[src/rtl/skid_buffer.sv]
// Two-entry elastic pipeline register with valid/ready on both sides.
// in_ready depends only on the state register, so out_ready never reaches it combinationally.
module skid_buffer #(
  parameter int unsigned WIDTH = 8
) (
  input  logic             clk,
  input  logic             rst,
  input  logic             flush,
  input  logic             in_valid,
  output logic             in_ready,
  input  logic [WIDTH-1:0] in_data,
  output logic             out_valid,
  input  logic             out_ready,
  output logic [WIDTH-1:0] out_data
);

  // Encoding is {skid_valid, main_valid}.
  typedef enum logic [1:0] {
    StEmpty = 2'b00,
    StBusy  = 2'b01,
    StFull  = 2'b11
  } state_e;

  state_e           state_q, state_d;
  logic [WIDTH-1:0] main_data_q, main_data_d;
  logic [WIDTH-1:0] skid_data_q, skid_data_d;

  logic acc;
  logic pop;

  assign acc = in_valid & in_ready;
  assign pop = out_valid & out_ready;

  always_ff @(posedge clk) begin
    if (rst) begin
      state_q     <= StEmpty;
      main_data_q <= '0;
      skid_data_q <= '0;
    end else begin
      state_q     <= state_d;
      main_data_q <= main_data_d;
      skid_data_q <= skid_data_d;
    end
  end

  always_comb begin
    state_d     = state_q;
    main_data_d = main_data_q;
    skid_data_d = skid_data_q;
    if (flush) begin
      // Drop everything; a pop this cycle is still treated as consumed downstream.
      state_d = StEmpty;
    end else begin
      unique case (state_q)
        StEmpty: begin
          if (acc) begin
            state_d     = StBusy;
            main_data_d = in_data;
          end
        end
        StBusy: begin
          if (acc && pop) begin
            main_data_d = in_data;
          end else if (acc) begin
            state_d     = StFull;
            skid_data_d = in_data;
          end else if (pop) begin
            state_d = StEmpty;
          end
        end
        StFull: begin
          if (pop) begin
            state_d     = StBusy;
            main_data_d = skid_data_q;
          end
        end
        default: state_d = StEmpty;
      endcase
    end
  end

  always_comb begin
    out_valid = 1'b0;
    in_ready  = 1'b1;
    unique case (state_q)
      StEmpty: begin
        out_valid = 1'b0;
        in_ready  = 1'b1;
      end
      StBusy: begin
        out_valid = 1'b1;
        in_ready  = 1'b1;
      end
      StFull: begin
        out_valid = 1'b1;
        in_ready  = 1'b0;
      end
      default: begin
        out_valid = 1'b0;
        in_ready  = 1'b1;
      end
    endcase
  end

  assign out_data = main_data_q;

endmodule
[config.mk]
export PLATFORM = sky130hd
export DESIGN_NAME = skid_buffer
export DESIGN_NICKNAME = d
export VERILOG_FILES = /design/src/rtl/skid_buffer.sv
export SDC_FILE = /design/constraint.sdc
export NUM_CORES = 1
export LEC_CHECK = 0
export ABC_AREA = 1
export BUFFER_PORTS_ARGS = -buffer_cell sky130_fd_sc_hd__buf_4
export CORE_MARGIN = 1
export CORE_UTILIZATION = 35
export CTS_BUF_LIST = sky130_fd_sc_hd__clkbuf_4
export DETAILED_ROUTE_END_ITERATION = 10
export SLEW_MARGIN = 0
export SYNTH_ARGS = -nofsm -noshare
export SYNTH_HDL_FRONTEND = slang
export SYNTH_SLANG_ARGS = --single-unit
[constraint.sdc]
create_clock -name clk -period 3.3 [get_ports clk]
set_input_delay 0.33 -clock clk [delete_from_list [all_inputs] [get_ports clk]]
set_output_delay 0.33 -clock clk [all_outputs]
set_load 0.01 [all_outputs]
==> flow_metrics.env, run 1 <==
export IMPL_status="finished, final reports clean"
export IMPL_post_cts_resized=0
export IMPL_synth_adder_area_share_pct=6.26
export IMPL_end_kind="register"
export IMPL_max_cap_violations=0
export IMPL_synth_top_family_by_area="simple AND/OR/NAND/NOR gates"
export IMPL_postSynthAreaPerCell_um2=7.35
export IMPL_synth_cell_types=19
export IMPL_cp_max_fo=16
export IMPL_hp_class="input port to register"
export IMPL_cp_startpoint="state_q[1]$_SDFFE_PP0P_"
export IMPL_place_area_mm2=0.00117
export IMPL_ant_nets=0
export IMPL_yosysSeqAreaShare_pct=36.0
export IMPL_clock_root_buffer="clkbuf_4"
export IMPL_arrival_ns=2.02
export IMPL_grt_overflow=0
export IMPL_die_w_um=55.4
export IMPL_final_common_cell="nor2_1"
export IMPL_critical_path_class="register to register"
export IMPL_fin_crit_ns=1.79
export IMPL_cts_setup_buffers=0
export IMPL_fillCellCount=287
export IMPL_yosys_warnings=0
export IMPL_peakVddDrop_mv=0.269
export IMPL_final_cell_area_mm2=0.00119
export IMPL_synth_mux_area_share_pct=8.01
export IMPL_synth_cell_area_um2=1000
export IMPL_r2r_start="state_q[1]$_SDFFE_PP0P_"
export IMPL_grt_pass1_vias=830
export IMPL_place_congestion=0.909
export IMPL_drt_initial_drc_count=21
export IMPL_drt_wl_total_um=2050
export IMPL_cts_hold_buf=0
export IMPL_finalSetupViolCount=0
export IMPL_tightest_slew_ns=0.606
export IMPL_final_layout_size_suffix_gt1_share_pct=23.6
export IMPL_antenna_cells=0
export IMPL_htreeDepth=1
export IMPL_slew_viol_final=0
export IMPL_synth_fp_nets=154
export IMPL_holdCritStartpoint="in_data[5]"
export IMPL_initial_core_util_pct=36.6
export IMPL_synth_compound_area_share_pct=8.51
export IMPL_crit_chain="ha_1 > nor2_1 > nand3_2 > nand2_2 > nand3_1 > nand2_1 > nor2_1"
export IMPL_crit_family="simple AND/OR/NAND/NOR gates"
export IMPL_clockBufferDepth=2
export IMPL_nets=177
export IMPL_dr_total_vias=910
export IMPL_dieArea_mm2=0.00307
export IMPL_drc_errors=0
export IMPL_cp_common_cell="nor2_1"
export IMPL_synthXorXnorAreaFrac_pct=0
export IMPL_cts_num_sinks=18
export IMPL_max_slew_margin_rel_pct=59.6
export IMPL_final_cell_mix="31 x nor2_1, 22 x buf_4, 20 x nand2_1"
export IMPL_fmax_ghz=0.559
export IMPL_first_pass_iters=6
export IMPL_fp_row_count=19
export IMPL_io_pins=23
export IMPL_wl_per_cell_um=10.9
export IMPL_io_buffers=22
export IMPL_max_stage_delay_ns=0.58
export IMPL_fin_setup_tns_ns=0
export IMPL_cts_made_buffers=3
export IMPL_power_density_mw_per_mm2=383
export IMPL_cp_start_kind="register"
export IMPL_die_height_um=55.4
export IMPL_grt_max_degree=17
export IMPL_syn_inst=136
export IMPL_path_clk_slew_ns=0.10
export IMPL_core_area_mm2=0.00273
export IMPL_hold_viol=0
export IMPL_syn_to_final_growth_pct=18.9
export IMPL_via_per_inst=4.84
export IMPL_dp_final_hpwl_um=1640
export IMPL_tritoncts="built"
export IMPL_crit_slowest_cell="ha_1"
export IMPL_rsz0062_at_grt="no"
export IMPL_cp_num_buf_inv=0
export IMPL_critPathRequiredTime_ns=3.53
export IMPL_leakage_uw=0.000539
export IMPL_ys_ff_latch=18
export IMPL_antenna_found_initial=0
export IMPL_gr_usage_all_layers_pct=14.3
export IMPL_post_route_period_util_pct=54.2
export IMPL_clkLatencyLatePin_ns=0.29
export IMPL_grt_pass1_wl_um=3420
export IMPL_finalClockSkew_ns=0.00709
export IMPL_synth_simple_gate_area_share_pct=32.7
## cells in the mapped netlist
cell type	count	area share, %
nand2_2	4	2.5
mux2i_1	8	8.0
o21ai_0	9	4.5
buf_6	3	3.4
nand2_4	1	1.1
nor2_2	1	0.63
dfxtp_1	18	36
inv_2	2	0.75
nand3_1	11	5.5
nor2_4	1	1.1
a21oi_1	8	4.0
nand2_1	20	7.5
inv_4	1	0.63
clkbuf_1	1	0.38
nor2_1	31	12
nand4_1	1	0.63
inv_1	9	3.4
ha_1	5	6.3
nand3_2	2	2.0
## path summary, 6_finish.rpt
check	end	slack (ns)	depth (start not counted)
max	out_data[5]$_SDFFE_PP0P_	1.51	7
min	skid_data_q[5]$_SDFFE_PP0P_	0.30	3
max reg2reg	out_data[5]$_SDFFE_PP0P_	1.51	7
min reg2reg	skid_data_q[6]$_SDFFE_PP0P_	0.49	2
## logic make-up (layout without fill, tap and decap cells)
group	count (synthesis)	in the layout
fa+ha+maj	5	5
mux	8	8
simple gates	72	72
buf+inv	16	37
flops	18	18
compound gates	17	17
## metrics by stage
stage	hold WS [ns]	std cells	util (%)	total power, uW	setup WS (ns)
floorplan	0.455	136	-	317	1.83
global placement	0.473	185	42.7	353	1.60
detailed placement	0.473	185	42.7	355	1.53
CTS	0.291	188	43.5	462	1.51
global route	0.294	188	43.5	484	1.27
finish	0.299	188	43.5	455	1.51
## power breakdown
group          internal, uW  total [uW]  leakage [uW]  switching, uW
combinational          49.1         110      0.000379           60.5
sequential              231         239      0.000147           8.50
clock                  42.4         106     0.0000138           63.5
## worst min-delay path: cells and delay by family
family	cells	cell delay, ns
simple gates	1	0.08
buf+inv	1	0.08
compound gates	1	0.07
## per-layer routing
metal | part of all wire, % | vias up | track usage [%]
li1 | - | 476 | -
met1 | 44 | 417 | 16.0
met2 | 51 | 15 | 25.6
met3 | 4.4 | 2 | 5.15
met4 | 0.44 | 0 | 3.21
met5 | 0 | - | 0
## state kept, by name, indices dropped and copies added, names as in the netlist
| register | count |
|---|---|
| skid_data_q | 8 |
| out_data | 8 |
| state_q | 2 |
## area by class of cell
type,instances,area [um2],share of cell area (%)
well taps,31,38.8,3.26
inverters,12,47.5,4.00
multi-input cells,102,554,46.6
flip-flops and latches,18,360,30.3
clock buffers,3,22.5,1.89
repair buffers,22,165,13.9
(Power assumes the default switching activity.)
==> run 2: changes to the inputs <==
==> constraint.sdc (replaced) <==
create_clock -name clk -period 1.6 [get_ports clk]
set_input_delay 0.16 -clock clk [delete_from_list [all_inputs] [get_ports clk]]
set_output_delay 0.16 -clock clk [all_outputs]
set_load 0.01 [all_outputs]
==> run 2 against run 1 <==
- combinational power is 120% higher
- first-iteration DRC count is 14% lower
- hold slack worse by 0.19 ns
- wire length is 4.0% higher
- fmax is 20% higher
==> flow_metrics.env, run 2 (same netlist as run 1, synthesis figures left out) <==
export IMPL_cts_num_sinks=18
export IMPL_netSwitchingFraction_pct=29.6
export IMPL_holdWs_ns=0.107
export IMPL_final_common_cell="nor2_1"
export IMPL_io_buffers=22
export IMPL_ant_nets=0
export IMPL_drt_initial_drc_count=18
export IMPL_initial_core_util_pct=36.6
export IMPL_hp_class="input port to register"
export IMPL_dp_worst_setup_slack_ns=0.0195
export IMPL_final_cell_mix="31 x nor2_1, 25 x buf_4, 20 x nand2_1"
export IMPL_finalClockSkew_ns=0.00925
export IMPL_end_kind="register"
export IMPL_wl_per_cell_um=11.0
export IMPL_clkLatencyLatePin_ns=0.29
export IMPL_holdPathStages=4
export IMPL_gr_usage_all_layers_pct=15.5
export IMPL_clockBufferDepth=2
export IMPL_grt_pass1_vias=901
export IMPL_status="finished, final reports clean"
export IMPL_reg2reg_depth=9
export IMPL_grt_overflow=0
export IMPL_cts_made_buffers=3
export IMPL_cts_hold_buf=0
export IMPL_cp_start_kind="register"
export IMPL_tritoncts="built"
export IMPL_dr_total_vias=921
export IMPL_via_per_inst=4.77
export IMPL_final_cells=193
export IMPL_clock_root_buffer="clkbuf_4"
export IMPL_antenna_cells=0
export IMPL_max_cap_violations=0
export IMPL_antenna_found_initial=0
export IMPL_place_area_mm2=0.00119
export IMPL_fin_crit_ns=1.49
export IMPL_power_density_mw_per_mm2=778
export IMPL_intPower_uw=682
export IMPL_cp_max_fo=16
export IMPL_peakVddDrop_mv=0.550
export IMPL_multiInputGateArea_um2=562
export IMPL_post_route_period_util_pct=93.2
export IMPL_seqCellArea_um2=362
export IMPL_holdCritStartpoint="rst"
export IMPL_dieArea_mm2=0.00307
export IMPL_critical_path_class="register to register"
export IMPL_path_clk_slew_ns=0.11
export IMPL_pwr_share_seq_pct=51.1
export IMPL_r2r_start="state_q[0]$_SDFFE_PP0P_"
export IMPL_dp_final_hpwl_um=1600
export IMPL_nets=181
export IMPL_syn_to_final_growth_pct=24.7
export IMPL_reg2reg_slack_ns=0.11
export IMPL_leakage_uw=0.000565
export IMPL_io_pins=23
export IMPL_final_layout_size_suffix_gt1_share_pct=26.5
export IMPL_hold_viol=0
export IMPL_drt_wl_total_um=2130
export IMPL_holdPathEnd="state_q[1]$_SDFFE_PP0P_"
export IMPL_finalSetupViolCount=0
export IMPL_fmax_ghz=0.671
export IMPL_htreeDepth=1
export IMPL_arrival_ns=1.68
export IMPL_dp_cells=188
export IMPL_combPwrFrac_pct=25.2
export IMPL_critPathRequiredTime_ns=1.78
export IMPL_core_area_mm2=0.00273
export IMPL_r2r_end="out_data[1]$_SDFFE_PP0P_"
export IMPL_slew_viol_final=0
export IMPL_clock_power_share_pct=23.7
export IMPL_power_switching_uw=287
export IMPL_die_w_um=55.4
export IMPL_die_height_um=55.4
export IMPL_fp_row_count=19
export IMPL_fillCellCount=289
export IMPL_fin_ws_ns=0.109
export IMPL_first_pass_iters=4
export IMPL_place_congestion=0.820
export IMPL_tightest_slew_ns=0.430
export IMPL_grt_pass1_wl_um=3780
export IMPL_p_total_uw=969
export IMPL_drc_errors=0
export IMPL_final_cell_area_mm2=0.00125
export IMPL_grt_max_degree=17
export IMPL_max_slew_margin_rel_pct=71.3
[run 2: per-stage QoR]
step | util (%) | setup TNS [ns]
finish | 45.6 | 0
floorplan | - | 0
CTS | 45.2 | 0
global placement | 43.5 | 0
detailed placement | 43.5 | 0
global route | 45.6 | -0.0169
[run 2: worst max-delay path by stage]
stage | from | endpoint | slack, ns | cells past startpoint
2_1_floorplan | state_q[1]$_SDFFE_PP0P_ | out_data[0]$_SDFFE_PP0P_ | 0.13 | 9
3_3_place_gp | state_q[0]$_SDFFE_PP0P_ | out_data[7]$_SDFFE_PP0P_ | 0.11 | 8
3_5_place_dp | state_q[0]$_SDFFE_PP0P_ | out_data[1]$_SDFFE_PP0P_ | 0.02 | 9
4_1_cts | state_q[0]$_SDFFE_PP0P_ | out_data[1]$_SDFFE_PP0P_ | 0.04 | 7
5_1_grt | state_q[0]$_SDFFE_PP0P_ | out_data[1]$_SDFFE_PP0P_ | -0.01 | 8
6_report | state_q[0]$_SDFFE_PP0P_ | out_data[1]$_SDFFE_PP0P_ | 0.11 | 9
[run 2: power by group through the flow]
stage	Combinational [uW]	Clock (uW)	Sequential [uW]
after CTS	245	241	495
after detailed placement	231	0	505
final	244	230	496
after global placement	227	0	504
after global routing	275	264	499
after floorplan	141	0	512
[run 2: timing repair]
action | in CTS | in global routing
gates resized for setup | 0 | 4
buffers inserted | 1 | 0
pin swaps | 1 | 0
endpoints found under the setup margin | 2 | 18
[run 2: worst max-delay path, stage by stage (launching register included)]
cell and delay, ns:
dfxtp_1 0.45, ha_2 0.29, inv_4 0.04, nand2_4 0.07, nand2_2 0.06, nand2_2 0.08
nor2_4 0.05, buf_12 0.14, a21oi_1 0.13, nor2_1 0.06
[run 2: final cells by class]
| type | instances | share of cell area, % |
|---|---|---|
| timing repair buffer | 26 | 16.7 |
| tap | 31 | 3.11 |
| multi-input combinational | 102 | 45.1 |
| clock buffer | 3 | 1.81 |
| inverter | 12 | 4.02 |
| sequential | 18 | 29.0 |
| clock inverter | 1 | 0.301 |
[run 2: per-layer routing]
metal	track usage, %	up-vias	share of wire (%)
li1	-	491	-
met1	18.3	407	43
met3	3.28	6	4.4
met2	26.9	17	50
met5	0	-	0
met4	6.79	0	2.4
==> run 3: changes to the inputs <==
--- a/config.mk
+++ b/config.mk
@@ -11,6 +11,7 @@
 export CORE_UTILIZATION = 35
 export CTS_BUF_LIST = sky130_fd_sc_hd__clkbuf_4
 export DETAILED_ROUTE_END_ITERATION = 10
+export REMOVE_ABC_BUFFERS = 1
 export SLEW_MARGIN = 0
 export SYNTH_ARGS = -nofsm -noshare
 export SYNTH_HDL_FRONTEND = slang
==> constraint.sdc (replaced) <==
create_clock -name clk -period 1.6 [get_ports clk]
set_input_delay 0.4 -clock clk [delete_from_list [all_inputs] [get_ports clk]]
set_output_delay 0.4 -clock clk [all_outputs]
set_load 0.01 [all_outputs]
==> run 3 against run 2 <==
- combinational power up 7%
- clock power is 6% lower
- core utilization increased by 1.6 points
- total power increased by 0.15%
- first-iteration DRC count is 44% lower
- critical path depth is 4 lower
- fmax is 3.2% lower
- clock skew is 0.0060 ns lower
- largest power group unchanged
- highest routed layer unchanged
==> flow_metrics.env, run 3 (same netlist as run 1, synthesis figures left out) <==
export IMPL_io_buffers=22
export IMPL_cts_num_sinks=18
export IMPL_status="finished, final reports clean"
export IMPL_initial_core_util_pct=36.6
export IMPL_hold_viol=0
export IMPL_grt_pass1_wl_um=3640
export IMPL_tightest_slew_ns=0.470
export IMPL_final_cell_mix="31 x nor2_1, 27 x buf_4, 20 x nand2_1"
export IMPL_die_w_um=55.4
export IMPL_fin_util_pct=47.1
export IMPL_arrival_ns=1.14
export IMPL_final_cells=194
export IMPL_dp_worst_setup_slack_ns=0.0874
export IMPL_grt_pass1_vias=868
export IMPL_fin_setup_tns_ns=0
export IMPL_leakage_uw=0.000576
export IMPL_wl_per_cell_um=11.1
export IMPL_drt_wl_total_um=2150
export IMPL_syn_to_final_growth_pct=28.9
export IMPL_peakVddDrop_mv=0.565
export IMPL_end_kind="primary output"
export IMPL_dp_cells=187
export IMPL_core_area_mm2=0.00273
export IMPL_htreeDepth=1
export IMPL_finalClockSkew_ns=0.00322
export IMPL_finalSetupViolCount=0
export IMPL_dr_total_vias=946
export IMPL_fp_row_count=19
export IMPL_first_pass_iters=5
export IMPL_hp_class="input port to register"
export IMPL_grt_overflow=0
export IMPL_rsz0062_at_grt="no"
export IMPL_cp_start_kind="register"
export IMPL_slew_viol_final=0
export IMPL_post_route_period_util_pct=96.2
export IMPL_nets=183
export IMPL_final_cell_area_mm2=0.00129
export IMPL_max_cap_violations=0
export IMPL_antenna_cells=0
export IMPL_clockBufferDepth=2
export IMPL_gr_usage_all_layers_pct=14.8
export IMPL_critPathRequiredTime_ns=1.20
export IMPL_place_congestion=0.844
export IMPL_final_layout_size_suffix_gt1_share_pct=30.1
export IMPL_clock_root_buffer="clkbuf_4"
export IMPL_fmax_ghz=0.649
export IMPL_max_slew_margin_rel_pct=68.7
export IMPL_critical_path_class="register to primary output"
export IMPL_io_pins=23
export IMPL_grt_max_degree=17
export IMPL_power_density_mw_per_mm2=753
export IMPL_ant_nets=0
export IMPL_via_per_inst=4.88
export IMPL_antenna_found_initial=0
export IMPL_dieArea_mm2=0.00307
export IMPL_cts_made_buffers=3
export IMPL_drt_initial_drc_count=10
export IMPL_drc_errors=0
export IMPL_tritoncts="built"
export IMPL_fillCellCount=278
export IMPL_cp_max_fo=4
export IMPL_fin_ws_ns=0.0601
export IMPL_clkLatencyLatePin_ns=0.28
export IMPL_fin_crit_ns=1.54
export IMPL_final_common_cell="nor2_1"
export IMPL_path_clk_slew_ns=0.10
export IMPL_place_area_mm2=0.00118
export IMPL_dp_final_hpwl_um=1530
export IMPL_die_height_um=55.4
## run 3: cell count changes in the layout (fill, tap and decap cells not counted), moves of 2 or more
cell,before,now
buf_4,25,27
o21ai_0,9,6
o21ai_1,0,3
dfxtp_4,0,2
inv_1,9,7
inv_2,1,3
## run 3: area by class of cell
| class | count | area [um2] | share of cell area [%] |
|---|---|---|---|
| Tap cell | 31 | 38.8 | 3.01 |
| Timing Repair Buffer | 28 | 223 | 17.3 |
| Clock buffer | 3 | 22.5 | 1.75 |
| Multi-Input combinational cell | 102 | 587 | 45.5 |
| Inverter | 12 | 50.0 | 3.88 |
| Sequential cell | 18 | 368 | 28.5 |
## run 3: repair_timing
item	in CTS	in global routing
pin swaps	0	1
endpoints found under the setup margin	1	17
hold buffers	0	0
gates resized for setup	2	14
buffers inserted	2	2
## run 3: through the flow
step | hold slack, ns | power, uW
after floorplan | 0.455 | 642
after global placement | 0.465 | 731
after detailed placement | 0.475 | 735
after CTS | 0.358 | 960
after global routing | 0.366 | 1040
final | 0.358 | 971
## run 3: layer usage
| metal | share of wire (%) | track usage (%) | up-vias |
|---|---|---|---|
| met5 | 0 | 0 | - |
| met4 | 0.28 | 5.36 | 0 |
| met3 | 3.6 | 1.87 | 2 |
| met2 | 53 | 27.0 | 24 |
| met1 | 43 | 17.5 | 425 |
| li1 | - | - | 495 |
## run 3: where the power goes
group          switching (uW)  total [uW]  internal, uW
Combinational             137         261           124
Clock                     129         216          87.3
Sequential               18.5         494           475
## run 3: worst paths after layout
kind	startpoint	endpoint	slack, ns	cells past startpoint
worst max-delay path	state_q[1]$_SDFFE_PP0P_	out_valid	0.06	5
worst min-delay path	in_data[0]	skid_data_q[0]$_SDFFE_PP0P_	0.36	3
worst max register to register	state_q[0]$_SDFFE_PP0P_	out_data[0]$_SDFFE_PP0P_	0.13	10
worst min register to register	skid_data_q[5]$_SDFFE_PP0P_	skid_data_q[5]$_SDFFE_PP0P_	0.49	2
## run 3: worst max-delay path, cell delays in order, from the launching register on
cell	delay, ns
dfxtp_4	0.38
inv_2	0.05
ha_4	0.15
inv_2	0.07
nand2_4	0.06
buf_4	0.14
